[config.mk]
export PLATFORM = sky130hd
export DESIGN_NAME = sdram_sched
export DESIGN_NICKNAME = d
export VERILOG_FILES = /design/src/rtl/sdram_sched.sv
export SDC_FILE = /design/constraint.sdc
export NUM_CORES = 1
export LEC_CHECK = 0
export CAP_MARGIN = 20
export CORE_MARGIN = 1.5
export CORE_UTILIZATION = 60
export CTS_CLUSTER_DIAMETER = 30
export DETAILED_ROUTE_END_ITERATION = 10
export PLACE_DENSITY_LB_ADDON = 0.08
export SYNTH_ARGS = -nofsm -noshare
export SYNTH_HDL_FRONTEND = slang
export SYNTH_SLANG_ARGS = --single-unit
[constraint.sdc]
create_clock -name clk -period 8.2 [get_ports clk]
set_clock_uncertainty 0.1 [all_clocks]
set_input_delay 2.05 -clock clk [delete_from_list [all_inputs] [get_ports clk]]
set_output_delay 2.05 -clock clk [all_outputs]
set_load 0.03 [all_outputs]
[src/rtl/sdram_sched.sv]
// sdram_sched: arbitrates auto-refresh, write-drain and read-fill bursts onto one SDRAM
// command engine and generates wrapping frame addresses for both FIFO ports.
module sdram_sched #(
    parameter int              ADDR_W     = 24,
    parameter int              LEN_W      = 10,
    parameter int              REF_PERIOD = 781,
    parameter int              WR_BURST   = 512,
    parameter int              RD_BURST   = 512,
    parameter logic [ADDR_W-1:0] WR_BASE  = '0,
    parameter logic [ADDR_W-1:0] WR_END   = 24'h0BB800,
    parameter logic [ADDR_W-1:0] RD_BASE  = '0,
    parameter logic [ADDR_W-1:0] RD_END   = 24'h0BB800
) (
    input  logic              clk,
    input  logic              rst,
    input  logic              init_done,
    input  logic [LEN_W-1:0]  wr_level,
    input  logic              wr_flush,
    input  logic              wr_frame_rst,
    input  logic              rd_en,
    input  logic [LEN_W-1:0]  rd_space,
    input  logic              rd_frame_rst,
    output logic              cmd_valid,
    output logic [1:0]        cmd_type,
    output logic [ADDR_W-1:0] cmd_addr,
    output logic [LEN_W-1:0]  cmd_len,
    input  logic              cmd_ack,
    input  logic              cmd_done,
    output logic              busy,
    output logic              ref_miss
);
    typedef enum logic [1:0] {IDLE, ISSUE, WAIT} state_t;
    localparam logic [1:0] T_WR = 2'b00, T_RD = 2'b01, T_REF = 2'b10;
    localparam int CW = $clog2(REF_PERIOD);
    state_t state_q, state_d;
    logic [CW-1:0] ref_cnt_q, ref_cnt_d;
    logic ref_pend_q, ref_pend_d, ref_miss_q, ref_miss_d, last_rd_q, last_rd_d;
    logic wr_frp_q, wr_frp_d, rd_frp_q, rd_frp_d;
    logic [ADDR_W-1:0] wr_addr_q, wr_addr_d, rd_addr_q, rd_addr_d;
    logic cmd_valid_q, cmd_valid_d;
    logic [1:0] cmd_type_q, cmd_type_d;
    logic [ADDR_W-1:0] cmd_addr_q, cmd_addr_d, wr_adv, rd_adv;
    logic [LEN_W-1:0] cmd_len_q, cmd_len_d, wr_len;
    logic [ADDR_W:0] nxt;
    logic wr_full, wr_req, rd_req, can_grant, grant_ref, grant_wr, grant_rd, grant;
    logic ack, done, in_wr, in_rd, ref_tc;

    assign wr_full   = wr_level >= LEN_W'(WR_BURST);
    assign wr_req    = wr_full || (wr_flush && wr_level != '0);
    assign rd_req    = rd_en && rd_space >= LEN_W'(RD_BURST);
    assign wr_len    = wr_full ? LEN_W'(WR_BURST) : wr_level;
    assign can_grant = state_q == IDLE && init_done;
    assign grant_ref = can_grant && ref_pend_q;
    assign grant_wr  = can_grant && !ref_pend_q && wr_req && (!rd_req || last_rd_q);
    assign grant_rd  = can_grant && !ref_pend_q && rd_req && (!wr_req || !last_rd_q);
    assign grant     = grant_ref || grant_wr || grant_rd;
    assign ack       = state_q == ISSUE && cmd_ack;
    assign done      = (state_q == WAIT || ack) && cmd_done;
    assign in_wr     = state_q != IDLE && cmd_type_q == T_WR;
    assign in_rd     = state_q != IDLE && cmd_type_q == T_RD;
    assign ref_tc    = init_done && ref_cnt_q == CW'(REF_PERIOD - 1);
    // Wrap early so a full nominal burst always fits before the region end.
    assign nxt       = {1'b0, cmd_addr_q} + {{(ADDR_W + 1 - LEN_W){1'b0}}, cmd_len_q};
    assign wr_adv    = nxt + (ADDR_W + 1)'(WR_BURST) > {1'b0, WR_END} ? WR_BASE : nxt[ADDR_W-1:0];
    assign rd_adv    = nxt + (ADDR_W + 1)'(RD_BURST) > {1'b0, RD_END} ? RD_BASE : nxt[ADDR_W-1:0];

    always_ff @(posedge clk) begin
        if (rst) begin
            state_q     <= IDLE;
            ref_cnt_q   <= '0;
            ref_pend_q  <= 1'b0;
            ref_miss_q  <= 1'b0;
            last_rd_q   <= 1'b1;
            wr_frp_q    <= 1'b0;
            rd_frp_q    <= 1'b0;
            wr_addr_q   <= WR_BASE;
            rd_addr_q   <= RD_BASE;
            cmd_valid_q <= 1'b0;
            cmd_type_q  <= T_WR;
            cmd_addr_q  <= '0;
            cmd_len_q   <= '0;
        end else begin
            state_q     <= state_d;
            ref_cnt_q   <= ref_cnt_d;
            ref_pend_q  <= ref_pend_d;
            ref_miss_q  <= ref_miss_d;
            last_rd_q   <= last_rd_d;
            wr_frp_q    <= wr_frp_d;
            rd_frp_q    <= rd_frp_d;
            wr_addr_q   <= wr_addr_d;
            rd_addr_q   <= rd_addr_d;
            cmd_valid_q <= cmd_valid_d;
            cmd_type_q  <= cmd_type_d;
            cmd_addr_q  <= cmd_addr_d;
            cmd_len_q   <= cmd_len_d;
        end
    end

    always_comb begin
        state_d = grant ? ISSUE : done ? IDLE : ack ? WAIT : state_q;
    end

    always_comb begin
        cmd_valid_d = grant ? 1'b1 : ack ? 1'b0 : cmd_valid_q;
        cmd_type_d  = grant_ref ? T_REF : grant_rd ? T_RD : grant_wr ? T_WR : cmd_type_q;
        cmd_addr_d  = grant_ref ? '0 : grant_rd ? (rd_frame_rst ? RD_BASE : rd_addr_q)
                    : grant_wr ? (wr_frame_rst ? WR_BASE : wr_addr_q) : cmd_addr_q;
        cmd_len_d   = grant_ref ? '0 : grant_rd ? LEN_W'(RD_BURST) : grant_wr ? wr_len : cmd_len_q;
    end

    // Frame resets arriving mid-burst are held and replace the advance at completion.
    always_comb begin
        ref_cnt_d  = (!init_done || ref_tc) ? '0 : ref_cnt_q + 1'b1;
        ref_pend_d = ref_tc || (ref_pend_q && !(ack && cmd_type_q == T_REF));
        ref_miss_d = ref_miss_q || (ref_tc && ref_pend_q);
        last_rd_d  = (done && cmd_type_q != T_REF) ? cmd_type_q == T_RD : last_rd_q;
        wr_frp_d   = in_wr && !done && (wr_frp_q || wr_frame_rst);
        rd_frp_d   = in_rd && !done && (rd_frp_q || rd_frame_rst);
        wr_addr_d  = ((wr_frame_rst || wr_frp_q) && (!in_wr || done)) ? WR_BASE
                   : (done && in_wr) ? wr_adv : wr_addr_q;
        rd_addr_d  = ((rd_frame_rst || rd_frp_q) && (!in_rd || done)) ? RD_BASE
                   : (done && in_rd) ? rd_adv : rd_addr_q;
    end

    assign cmd_valid = cmd_valid_q;
    assign cmd_type  = cmd_type_q;
    assign cmd_addr  = cmd_addr_q;
    assign cmd_len   = cmd_len_q;
    assign busy      = state_q != IDLE;
    assign ref_miss  = ref_miss_q;
endmodule

==> results.tsv <==
metric	value	unit
numCtsBuffers	9	
slew_viol_final	0	
path_delay_family	compound AO/OA/AOI/OAI gates	
rr_startpoint	cmd_len[0]	
grt_remaining_overflow	0	
placed_cells	797	
rows	34	
drt-total-wl	15.2	mm
synth_enable_flop_cells	0	
clock.fmax	181	MHz
syn-cell-area	5360	um^2
grt_pass1_wl	24.0	mm
synth_top_flop_cell	dfxtp_1	
gp_congestion	0.950	
reg2reg_to	wr_addr_q[11]	
routed-wl-met3	1.31	mm
synthCells	667	
hp-start	wr_addr_q[3]	
finalHoldViolCount	0	
clkTransAtPathRegs	0.12	ns
synth_seq_area_share	38.1	%
setup-tns-final	0	ns
path_common_cell	inv_1	
syn_to_final_growth	15.5	%
final.setup.worst_slack	2.68	ns
critPathLaunchType	register	
num-fill-cells	723	
synth_top_area_share	38.1	%
cellLeakagePower	2.21	nW
die_x	97.6	um
path_buf_inv	4	
period_needed	5.52	ns
port_buffers	58	
grt_usage	31.4	%
worstPathArrival	5.68	ns
die-area	9520	um^2
num_io_pins	68	
clk_latency	0.38	ns
maxCapViolCount	0	
synthArstFlopShare	0	%
post-route-util	71.4	%
syn_area_per_cell	8.04	um^2
clock_path_buffers	2	
drt-met1-wl	6.78	mm
p_per_area	180	nW/um^2
stdcell_count	813	
hold-path-endpoint	wr_addr_q[3]	
synth.net_count	710	
htree_levels	3	
reg2reg_depth	17	
place_area	5980	um^2
critPathKind	reg2reg	
netlist_top_cells_area	dfxtp_1 38%, nand2_1 5.4%, nand3_1 4.9%, o21ai_0 4.0%, nor2_1 3.9%	
cts-root-buf	clkbuf_8	
cts_tree	yes	
cts_resized	0	
worstPathMaxFanout	37	
peakVddDrop	159	uV
clock_sinks	102	
worst_pin_slew	1.05	ns
ys_ff_latch	102	
place_ws	2.91	ns
status	complete, no violations	
critPathRequiredTime	8.36	ns
crit_chain	ha_1 -> inv_1 -> fa_1 -> nor2b_1 -> o2111ai_1 -> a21oi_1 -> or2_2 -> xor2_1 -> ha_1 -> inv_1 -> a2111oi_0 -> nand4_1 -> mux2_2 -> and4_1 -> buf_4 -> inv_1 -> o41ai_1	
coreArea	8680	um^2
met2_length	6.88	mm
grt_setup_unrepaired	no	
initialDrtViolationCount	451	
slowest_delay	0.52	ns
synth_cell_types	66	
holdPathStages	2	
slew_headroom	29.9	%
holdCritPathClass	reg2reg	
dieHeight	97.6	um
hold_buffers	0	
slowest_stage	a2111oi_0	
vias	5281	
first_global_vias	4866	
mostFrequentLayoutCell	dfxtp_1	
finalSetupViolations	0	
place_hpwl	10.7	mm
initial_utilization	61.8	%
period_share	67.3	%
routed.top_layer	met4	
wl_per_cell	18.7	um
yosysWarnings	0	
mostFrequentLayoutCells	102 x dfxtp_1, 77 x nand2_1, 58 x clkdlybuf4s50_1, 55 x nor2_1, 53 x nand3_1	
drc	0	
diodes	0	
fin_area	6200	um^2
ant_nets	0	
reg2reg_slack	2.68	ns
drive_above_1_share	5.96	%
drt_first_pass_iters	5	
antenna_found_initial	0	
yosys.area.top_type	dfxtp_1	
critPathCaptureType	register	
final_nets	743	
grt_max_degree	43	
vias_per_cell	6.50	
post_cts_buffers	0	
## sequential cells by signal, summed over array words and instances, names as in the netlist, 2 cells and up
register / count
rd_addr_q: 24
cmd_addr: 24
state_q: 2
cmd_type: 2
wr_addr_q: 24
ref_cnt_q: 10
cmd_len: 10
## worst max-delay path by stage
stage	start	endpoint	slack [ns]	depth (start not counted)
after floorplan	cmd_len[0]	wr_addr_q[12]	3.80	18
after global placement	cmd_len[0]	wr_addr_q[15]	3.09	17
after detailed placement	cmd_len[0]	wr_addr_q[11]	2.91	17
after CTS	cmd_len[0]	wr_addr_q[11]	2.85	17
after global routing	cmd_len[0]	rd_addr_q[20]	2.36	16
final	cmd_len[0]	wr_addr_q[11]	2.68	17
## area by class of cell
| cell class | instances | area (um^2) | area share (%) |
|---|---|---|---|
| tap | 108 | 135 | 2.18 |
| timing repair buffer | 67 | 648 | 10.5 |
| clock inverter | 7 | 88.8 | 1.43 |
| inverter | 15 | 56.3 | 0.909 |
| clock buffer | 9 | 124 | 2.00 |
| sequential | 102 | 2040 | 33.0 |
| multi-input combinational | 505 | 3100 | 50.1 |
## worst register-to-register path: stages (launching register included)
cell       delay [ns]
dfxtp_1          0.40
ha_1             0.21
inv_1            0.06
fa_1             0.40
nor2b_1          0.24
o2111ai_1        0.27
a21oi_1          0.50
or2_2            0.23
xor2_1           0.33
ha_1             0.33
inv_1            0.14
a2111oi_0        0.52
nand4_1          0.18
mux2_2           0.30
and4_1           0.19
buf_4            0.36
inv_1            0.27
o41ai_1          0.37
## per-stage QoR
step / hold slack, ns / power (mW)
3_3_place_gp: 0.331 / 0.775
6_report: 0.357 / 1.11
5_1_grt: 0.372 / 1.15
4_1_cts: 0.351 / 1.11
2_1_floorplan: 0.321 / 0.696
3_5_place_dp: 0.338 / 0.779
## where the power goes
| group | total, mW | switching, mW | internal [mW] | leakage, nW |
|---|---|---|---|---|
| clock network | 0.342 | 0.193 | 0.148 | 0.109 |
| logic | 0.240 | 0.156 | 0.0837 | 1.28 |
| registers | 0.533 | 0.0228 | 0.511 | 0.827 |
| total | 1.11 | 0.372 | 0.742 | 2.21 |
## logic make-up (layout without fill, tap and decap cells)
group / count (synthesis) / count (layout) / share of synthesized area (%)
multiplexers: 3 / 3 / 0.583
flip-flops: 102 / 102 / 38.1
AO/OA/AOI/OAI: 176 / 176 / 23.2
adder cells (fa/ha/maj): 14 / 14 / 3.41
XOR/XNOR: 22 / 22 / 3.59
AND/OR/NAND/NOR: 290 / 290 / 26.6
buffers and inverters: 60 / 98 / 4.57
## per-layer routing
layer  global-route usage [%]  up-vias
li1                         -     2503
met1                     44.2     2503
met2                     49.4      253
met3                     5.04       22
met4                     10.4        0
met5                        0        -
## cell usage after synthesis (3+ instances only)
cell type / number
nor3b_1: 14
nand3b_1: 5
xnor2_1: 12
and3_1: 4
a211oi_1: 11
o211ai_1: 5
inv_1: 15
o2111ai_1: 3
nor4_1: 7
dfxtp_1: 102
and2_1: 13
xor2_1: 10
and4_1: 3
a21oi_1: 30
o41ai_2: 3
a31oi_1: 4
clkbuf_1: 33
nand3_1: 53
nand2b_1: 6
a2111oi_0: 3
a221oi_1: 24
nor3_1: 25
o21ai_1: 8
buf_2: 10
nand2_1: 77
nor2b_1: 7
a21o_1: 10
ha_1: 13
o31ai_1: 3
nor2_1: 56
o21ai_0: 43
a22oi_1: 3
nand4_1: 11
a221o_1: 4
Note: power is estimated with default switching activity, not from simulation.
